<file path="src/rtl/spi_miso_deserializer.sv">
// SPI master-side receive stage: synchronizes sclk/cs/miso0 onto pclk, samples MISO on
// the mode-dependent sclk edge, assembles DATA_WIDTH-bit words MSB- or LSB-first and
// hands them out through a valid/ready port with overrun and framing-error pulses.
// Build option: define SPI_RX_FIFO_EN to replace the single holding register with a
// FIFO_DEPTH-entry first-word-fall-through FIFO.
module spi_miso_deserializer #(
  parameter int unsigned DATA_WIDTH  = 8,
  parameter int unsigned SYNC_STAGES = 2,
  parameter int unsigned FIFO_DEPTH  = 4
) (
  input  logic                  pclk,
  input  logic                  areset,
  input  logic                  cpol,
  input  logic                  cpha,
  input  logic                  lsb_first,
  input  logic                  sclk,
  input  logic                  cs,
  input  logic                  miso0,
  output logic [DATA_WIDTH-1:0] rx_data,
  output logic                  rx_valid,
  input  logic                  rx_ready,
  output logic                  overrun,
  output logic                  frame_err,
  output logic                  busy
);

  localparam int unsigned CntW = $clog2(DATA_WIDTH);
  localparam logic [CntW-1:0] CntMax = CntW'(DATA_WIDTH - 1);

  // Elaboration-time parameter sanity checks
  if (DATA_WIDTH < 4 || DATA_WIDTH > 32) begin : g_bad_width
    $error("DATA_WIDTH must be in 4..32");
  end
  if (SYNC_STAGES < 2) begin : g_bad_sync
    $error("SYNC_STAGES must be at least 2");
  end
  if (FIFO_DEPTH < 2 || (FIFO_DEPTH & (FIFO_DEPTH - 1)) != 0) begin : g_bad_depth
    $error("FIFO_DEPTH must be a power of 2, at least 2");
  end

  typedef enum logic [0:0] {StIdle, StShift} state_e;

  // ---------------------------------------------------------------------------
  // Input synchronizers plus history flops
  // ---------------------------------------------------------------------------
  logic [SYNC_STAGES-1:0] sclk_sync_q, sclk_sync_d;
  logic [SYNC_STAGES-1:0] cs_sync_q, cs_sync_d;
  logic [SYNC_STAGES-1:0] miso_sync_q, miso_sync_d;
  logic                   sclk_hist_q, sclk_hist_d;
  logic                   cs_hist_q, cs_hist_d;

  logic sclk_s, cs_s, miso_s;
  logic sclk_rise, sclk_fall, cs_fall, cs_rise;

  // Shift the pins into the synchronizer chains; history holds the previous last stage
  always_comb begin
    sclk_sync_d = {sclk_sync_q[SYNC_STAGES-2:0], sclk};
    cs_sync_d   = {cs_sync_q[SYNC_STAGES-2:0], cs};
    miso_sync_d = {miso_sync_q[SYNC_STAGES-2:0], miso0};
    sclk_s      = sclk_sync_q[SYNC_STAGES-1];
    cs_s        = cs_sync_q[SYNC_STAGES-1];
    miso_s      = miso_sync_q[SYNC_STAGES-1];
    sclk_hist_d = sclk_s;
    cs_hist_d   = cs_s;
    sclk_rise   = sclk_s & ~sclk_hist_q;
    sclk_fall   = ~sclk_s & sclk_hist_q;
    cs_rise     = cs_s & ~cs_hist_q;
    cs_fall     = ~cs_s & cs_hist_q;
  end

  // Synchronizer and history registers
  always_ff @(posedge pclk) begin
    if (areset) begin
      sclk_sync_q <= '0;
      cs_sync_q   <= '0;
      miso_sync_q <= '0;
      sclk_hist_q <= 1'b0;
      cs_hist_q   <= 1'b0;
    end else begin
      sclk_sync_q <= sclk_sync_d;
      cs_sync_q   <= cs_sync_d;
      miso_sync_q <= miso_sync_d;
      sclk_hist_q <= sclk_hist_d;
      cs_hist_q   <= cs_hist_d;
    end
  end

  // ---------------------------------------------------------------------------
  // Receive FSM and shifter
  // ---------------------------------------------------------------------------
  state_e                state_q, state_d;
  logic [CntW-1:0]       cnt_q, cnt_d;
  logic [DATA_WIDTH-1:0] shreg_q, shreg_d, shifted;
  logic                  mode_cpol_q, mode_cpol_d;
  logic                  mode_cpha_q, mode_cpha_d;
  logic                  mode_lsb_q, mode_lsb_d;
  logic                  done_q, done_d;
  logic [DATA_WIDTH-1:0] word_q, word_d;
  logic                  frame_err_q, frame_err_d;
  logic                  sample_edge;

  // Next-state logic: capture mode at cs fall, shift on sample edges, close words
  always_comb begin
    state_d     = state_q;
    cnt_d       = cnt_q;
    shreg_d     = shreg_q;
    mode_cpol_d = mode_cpol_q;
    mode_cpha_d = mode_cpha_q;
    mode_lsb_d  = mode_lsb_q;
    done_d      = 1'b0;
    word_d      = word_q;
    frame_err_d = 1'b0;
    // Modes 0 and 3 sample on the rising edge, modes 1 and 2 on the falling edge
    sample_edge = (mode_cpol_q == mode_cpha_q) ? sclk_rise : sclk_fall;
    shifted     = mode_lsb_q ? {miso_s, shreg_q[DATA_WIDTH-1:1]}
                             : {shreg_q[DATA_WIDTH-2:0], miso_s};
    unique case (state_q)
      StIdle: begin
        if (cs_fall) begin
          mode_cpol_d = cpol;
          mode_cpha_d = cpha;
          mode_lsb_d  = lsb_first;
          cnt_d       = '0;
          shreg_d     = '0;
          state_d     = StShift;
        end
      end
      StShift: begin
        if (sample_edge) begin
          shreg_d = shifted;
          if (cnt_q == CntMax) begin
            cnt_d  = '0;
            done_d = 1'b1;
            word_d = shifted;
          end else begin
            cnt_d = cnt_q + 1'b1;
          end
        end
        // Evaluated after the edge so a cs rise on the final edge still completes the word
        if (cs_rise) begin
          frame_err_d = (cnt_d != '0);
          cnt_d       = '0;
          state_d     = StIdle;
        end
      end
      default: state_d = StIdle;
    endcase
  end

  // FSM, shifter and completion registers
  always_ff @(posedge pclk) begin
    if (areset) begin
      state_q     <= StIdle;
      cnt_q       <= '0;
      shreg_q     <= '0;
      mode_cpol_q <= 1'b0;
      mode_cpha_q <= 1'b0;
      mode_lsb_q  <= 1'b0;
      done_q      <= 1'b0;
      word_q      <= '0;
      frame_err_q <= 1'b0;
    end else begin
      state_q     <= state_d;
      cnt_q       <= cnt_d;
      shreg_q     <= shreg_d;
      mode_cpol_q <= mode_cpol_d;
      mode_cpha_q <= mode_cpha_d;
      mode_lsb_q  <= mode_lsb_d;
      done_q      <= done_d;
      word_q      <= word_d;
      frame_err_q <= frame_err_d;
    end
  end

  assign busy      = (state_q == StShift);
  assign frame_err = frame_err_q;

  // ---------------------------------------------------------------------------
  // Output stage
  // ---------------------------------------------------------------------------
  logic overrun_q, overrun_d;
  logic pop;

  assign overrun = overrun_q;

`ifdef SPI_RX_FIFO_EN
  localparam int unsigned PtrW = $clog2(FIFO_DEPTH);

  logic [DATA_WIDTH-1:0] mem_q [FIFO_DEPTH];
  logic [DATA_WIDTH-1:0] mem_d [FIFO_DEPTH];
  logic [PtrW:0]         wr_ptr_q, wr_ptr_d;
  logic [PtrW:0]         rd_ptr_q, rd_ptr_d;
  logic                  empty, full;

  // FWFT FIFO: push on word completion unless full without a concurrent pop
  always_comb begin
    mem_d     = mem_q;
    wr_ptr_d  = wr_ptr_q;
    rd_ptr_d  = rd_ptr_q;
    overrun_d = 1'b0;
    empty     = (wr_ptr_q == rd_ptr_q);
    full      = ((wr_ptr_q - rd_ptr_q) == (PtrW + 1)'(FIFO_DEPTH));
    pop       = ~empty & rx_ready;
    if (done_q) begin
      if (!full || pop) begin
        mem_d[wr_ptr_q[PtrW-1:0]] = word_q;
        wr_ptr_d = wr_ptr_q + 1'b1;
      end else begin
        overrun_d = 1'b1;
      end
    end
    if (pop) begin
      rd_ptr_d = rd_ptr_q + 1'b1;
    end
    rx_valid = ~empty;
    rx_data  = empty ? '0 : mem_q[rd_ptr_q[PtrW-1:0]];
  end

  // FIFO storage and pointers
  always_ff @(posedge pclk) begin
    if (areset) begin
      mem_q     <= '{default: '0};
      wr_ptr_q  <= '0;
      rd_ptr_q  <= '0;
      overrun_q <= 1'b0;
    end else begin
      mem_q     <= mem_d;
      wr_ptr_q  <= wr_ptr_d;
      rd_ptr_q  <= rd_ptr_d;
      overrun_q <= overrun_d;
    end
  end
`else
  logic                  hold_valid_q, hold_valid_d;
  logic [DATA_WIDTH-1:0] hold_data_q, hold_data_d;

  // Holding register: a draining transfer frees the slot for a same-cycle new word
  always_comb begin
    hold_valid_d = hold_valid_q;
    hold_data_d  = hold_data_q;
    overrun_d    = 1'b0;
    pop          = hold_valid_q & rx_ready;
    if (done_q) begin
      if (!hold_valid_q || pop) begin
        hold_valid_d = 1'b1;
        hold_data_d  = word_q;
      end else begin
        overrun_d = 1'b1;
      end
    end else if (pop) begin
      hold_valid_d = 1'b0;
    end
    rx_valid = hold_valid_q;
    rx_data  = hold_data_q;
  end

  // Holding register state
  always_ff @(posedge pclk) begin
    if (areset) begin
      hold_valid_q <= 1'b0;
      hold_data_q  <= '0;
      overrun_q    <= 1'b0;
    end else begin
      hold_valid_q <= hold_valid_d;
      hold_data_q  <= hold_data_d;
      overrun_q    <= overrun_d;
    end
  end
`endif

endmodule

</file>
<file path="config.mk">
export PLATFORM = sky130hd
export DESIGN_NAME = spi_miso_deserializer
export DESIGN_NICKNAME = d
export VERILOG_FILES = /design/src/rtl/spi_miso_deserializer.sv
export SDC_FILE = /design/constraint.sdc
export NUM_CORES = 1
export LEC_CHECK = 0
export CORE_ASPECT_RATIO = 1.75
export CORE_UTILIZATION = 58
export CTS_CLUSTER_DIAMETER = 100
export DETAILED_ROUTE_END_ITERATION = 16
export PLACE_DENSITY = 0.82
export SLEW_MARGIN = 20
export SYNTH_ARGS = -nofsm -noshare
export SYNTH_HDL_FRONTEND = slang
export SYNTH_SLANG_ARGS = --single-unit
</file>
<file path="constraint.sdc">
create_clock -name pclk -period 2.8 [get_ports pclk]
set_input_delay 0.28 -clock pclk [delete_from_list [all_inputs] [get_ports pclk]]
set_output_delay 0.28 -clock pclk [all_outputs]
set_load 0.01 [all_outputs]
</file>
==> out/summary.md <==
* 21 — Top-Level Pins
* 0.129 — multiplexer share of the synthesized area
* 0.144 — share of final-layout standard cells stronger than drive strength 1
* reg -> reg — Crit Path Category
* 1.82 ns — Final min period
* 43.6 um — width of the die
* 0.0142 — Synth Area in Adders
* 0.608 — effective utilization at floorplan
* 0 — antenna cell count
* 0.706 — final core utilization
* sky130_fd_sc_hd__dfxtp_1 (43), sky130_fd_sc_hd__nor2_1 (30), sky130_fd_sc_hd__clkdlybuf4s50_1 (20), sky130_fd_sc_hd__mux2i_1 (19) — most used cells in the layout excluding fill and tap cells
* 0.512 mV — maximum resistive drop on vdd
* 0.00924 — xor/xnor cell area share of the yosys netlist
* 12.8 um — Routed wire per std cell
* DRC — failing checks
* 0.00105 W — total power after layout
* 0 — number of antenna violations at the first check in global routing
* 0.774 nW — leakage power figure
* finished with violations — status
* 1,241 — via total after detailed routing
* 3.01 ns — CP Data Required Time
* flip-flop — kind of capture point of the worst setup path
* 26 — maximum number of pins on one net before global-route repair
* flip-flop — type of origin of the critical path
* 0 — Post-CTS Hold Buffers
* 2 — worst-case clock buffer depth
* 0.361 — clock network fraction of design power
* 0.594 — Reg power frac
* reg -> reg — type of the most critical hold path
* 0.526 ns — transition at the pin with the smallest max-transition slack
* 0 — total congestion overflow
* 0 — DRT antenna net count
* 0.00496 ns — final clock skew
* 0 — Slew Viols, Final
* 2 — number of levels the H-tree was split into
* 513 nW/um2 — cell area power density
* 0 — Post-CTS Setup Bufs
* 186 — nets in the synthesized netlist
* 0 ns — TNS Setup
* 0.204 — Sw Ratio
* 0 — endpoints failing setup
* 2900 um2 — CORE AREA
* 10 — router iterations before antenna repair
* 0.489 — fraction of synthesized cell area taken by the top area cell type
* 0.07 ns — Clk pin slew, worst setup/hold paths
* 0.916 ns — worst slack at placement
* 0.197 — GRT Total Usage
* 2.09 mm — estimated wirelength of the detail-placed design
* 0.549 GHz — maximum frequency from static timing analysis
* sky130_fd_sc_hd__dfxtp_1 — most area-hungry cell type in the Yosys netlist
* 0.193 — Simple-Gate Fraction of Synth Area
* 1 — DRC violation count after routing
* sky130_fd_sc_hd__dfxtp_1 — ys flop type
* 0.650 — fraction of the cycle the final worst path needs
* 4.85 mm — first-pass GRT wire length
* 5.57 — Vias per Instance
* 2.03 ns — critical path data arrival time
* 5 — clock buffers created by TritonCTS
* 0.000834 W — internal power
* 26 — number of cell rows
* 14 — number of DRC markers after the initial detailed-route iteration
* 0.122 — share of the synthesized area in compound gates (AO/OA/AOI/OAI)
* 10.1 um2 — mean cell area of the mapped netlist
* 0.000214 W — Net Switching
* 3270 um2 — Total Die Area
* 0 — number of hold violations in the final report
* 0 — post-cts gate resize count
* 1,126 — number of global-route vias before repair
* 0 — post-synthesis async set-or-reset flop share
* 0.046 — relative contribution of combinational cells to total power
* 0.454 ns — worst hold-check slack
* built — clock tree from TritonCTS
* false — setup repair after global routing missed its margin
* 0 — Post-synth EDFFs
* 43 — CTS sink cnt
* 0 — number of warning messages in the yosys log
* 206 — Net count, final
* 0.844 — final weighted congestion of routability-driven global placement
* 0.642 — Rel. slew slack
* 175 — count of mapped cells out of synthesis
* sky130_fd_sc_hd__dfxtp_1 (49%), sky130_fd_sc_hd__mux2i_1 (11%), sky130_fd_sc_hd__nor2_1 (6.4%) — cells taking the most area after synthesis
* sky130_fd_sc_hd__dfxtp_1 — commonest non-fill, non-tap cell in the layout
* 74.9 um — vertical die dimension
* 16.1% — Layout Area Growth over Synthesis
* 0.29 ns — clock latency on the worst-skew pair
* 2.85 mm — DRT Wirelength
* 0.489 — sequential share of the synthesized area
* simple AND/OR/NAND/NOR gates — main combinational cell family by area after synthesis
* 0.979 ns — Final Worst Setup Slack
* 0 — Maximum Capacitance Violations
* 20 — port bufs
* 33 — Cell variety after synth
* 17 — maximum fanout along the worst path
* 1760 um2 — post-synthesis instance area
* sky130_fd_sc_hd__clkbuf_8 — clock root buffer
* 43 — Seq cells post-synth
## per-stage QoR
stage	cells	area, um2
3_5_place_dp	216	1960
5_1_grt	223	2040
3_3_place_gp	216	1960
2_1_floorplan	175	1760
6_report	223	2040
4_1_cts	223	2040
## state kept, by name, summed over array words and instances (netlist names)
signal / flops
rx_data: 8
shreg_q: 8
word_q: 8
cnt_q: 3
cs_sync_q: 2
miso_sync_q: 2
sclk_sync_q: 2
busy: 1
cs_hist_q: 1
done_q: 1
frame_err: 1
mode_cpha_q: 1
mode_cpol_q: 1
mode_lsb_q: 1
overrun: 1
rx_valid: 1
sclk_hist_q: 1
## critical path, cell delays in order, from the launching register on
cell and delay [ns]:
sky130_fd_sc_hd__dfxtp_1 0.41, sky130_fd_sc_hd__ha_1 0.19, sky130_fd_sc_hd__ha_1 0.20, sky130_fd_sc_hd__nand4b_1 0.16, sky130_fd_sc_hd__mux2i_4 0.47, sky130_fd_sc_hd__nor2_1 0.09
sky130_fd_sc_hd__a211oi_1 0.21
## per-layer routing
metal  share of wire  wire length (um)  vias up  track usage
met1            0.44              1250      570        0.227
met2            0.50              1430       29        0.325
met5               0                 0        -            0
li1                -                 -      636            -
met3           0.042               121        6       0.0600
met4           0.016                47        0        0.101
## path summary, 6_finish.rpt
kind	slack [ns]	from	depth (start not counted)	end
min reg2reg	0.45	sclk_sync_q[0]$_SDFF_PP0_	1	sclk_sync_q[1]$_SDFF_PP0_
max reg2reg	0.98	cnt_q[0]$_SDFFE_PP0P_	6	word_q[3]$_SDFFE_PP0P_
min	0.45	sclk_sync_q[0]$_SDFF_PP0_	1	sclk_sync_q[1]$_SDFF_PP0_
max	0.98	cnt_q[0]$_SDFFE_PP0P_	6	word_q[3]$_SDFFE_PP0P_
## area by class of cell
| cell class | instances | area (um2) |
|---|---|---|
| well taps | 28 | 35.0 |
| multi-input cells | 118 | 822 |
| fillers | 222 | 852 |
| clock buffers | 6 | 82.6 |
| flip-flops and latches | 43 | 861 |
| clock inverters | 1 | 5.00 |
| inverters | 4 | 15.0 |
| repair buffers | 23 | 223 |
## power by group through the flow
| stage | Combinational, W | Sequential (W) | Clock, W |
|---|---|---|---|
| after floorplan | 0.0000311 | 0.000634 | 0 |
| after global placement | 0.0000461 | 0.000636 | 0 |
| after detailed placement | 0.0000474 | 0.000636 | 0 |
| after CTS | 0.0000476 | 0.000622 | 0.000394 |
| after global routing | 0.0000523 | 0.000623 | 0.000421 |
| final | 0.0000477 | 0.000622 | 0.000378 |
## synthesized netlist by cell type (3+ instances only)
cell type                   n
sky130_fd_sc_hd__a211oi_1   7
sky130_fd_sc_hd__a22o_1     3
sky130_fd_sc_hd__buf_6      3
sky130_fd_sc_hd__clkbuf_1   3
sky130_fd_sc_hd__dfxtp_1   43
sky130_fd_sc_hd__inv_1      4
sky130_fd_sc_hd__mux2i_1   19
sky130_fd_sc_hd__nand2_1    9
sky130_fd_sc_hd__nand3_1    8
sky130_fd_sc_hd__nor2_1    30
sky130_fd_sc_hd__nor2b_1    9
sky130_fd_sc_hd__o21ai_2    9
## kinds of logic after synthesis
kind of cell / after synthesis
simple gates: 68
mux: 21
compound gates: 26
fa+ha+maj: 2
flops: 43
buf+inv: 14
xor+xnor: 1
No activity file was read; power rests on OpenSTA's default activity.
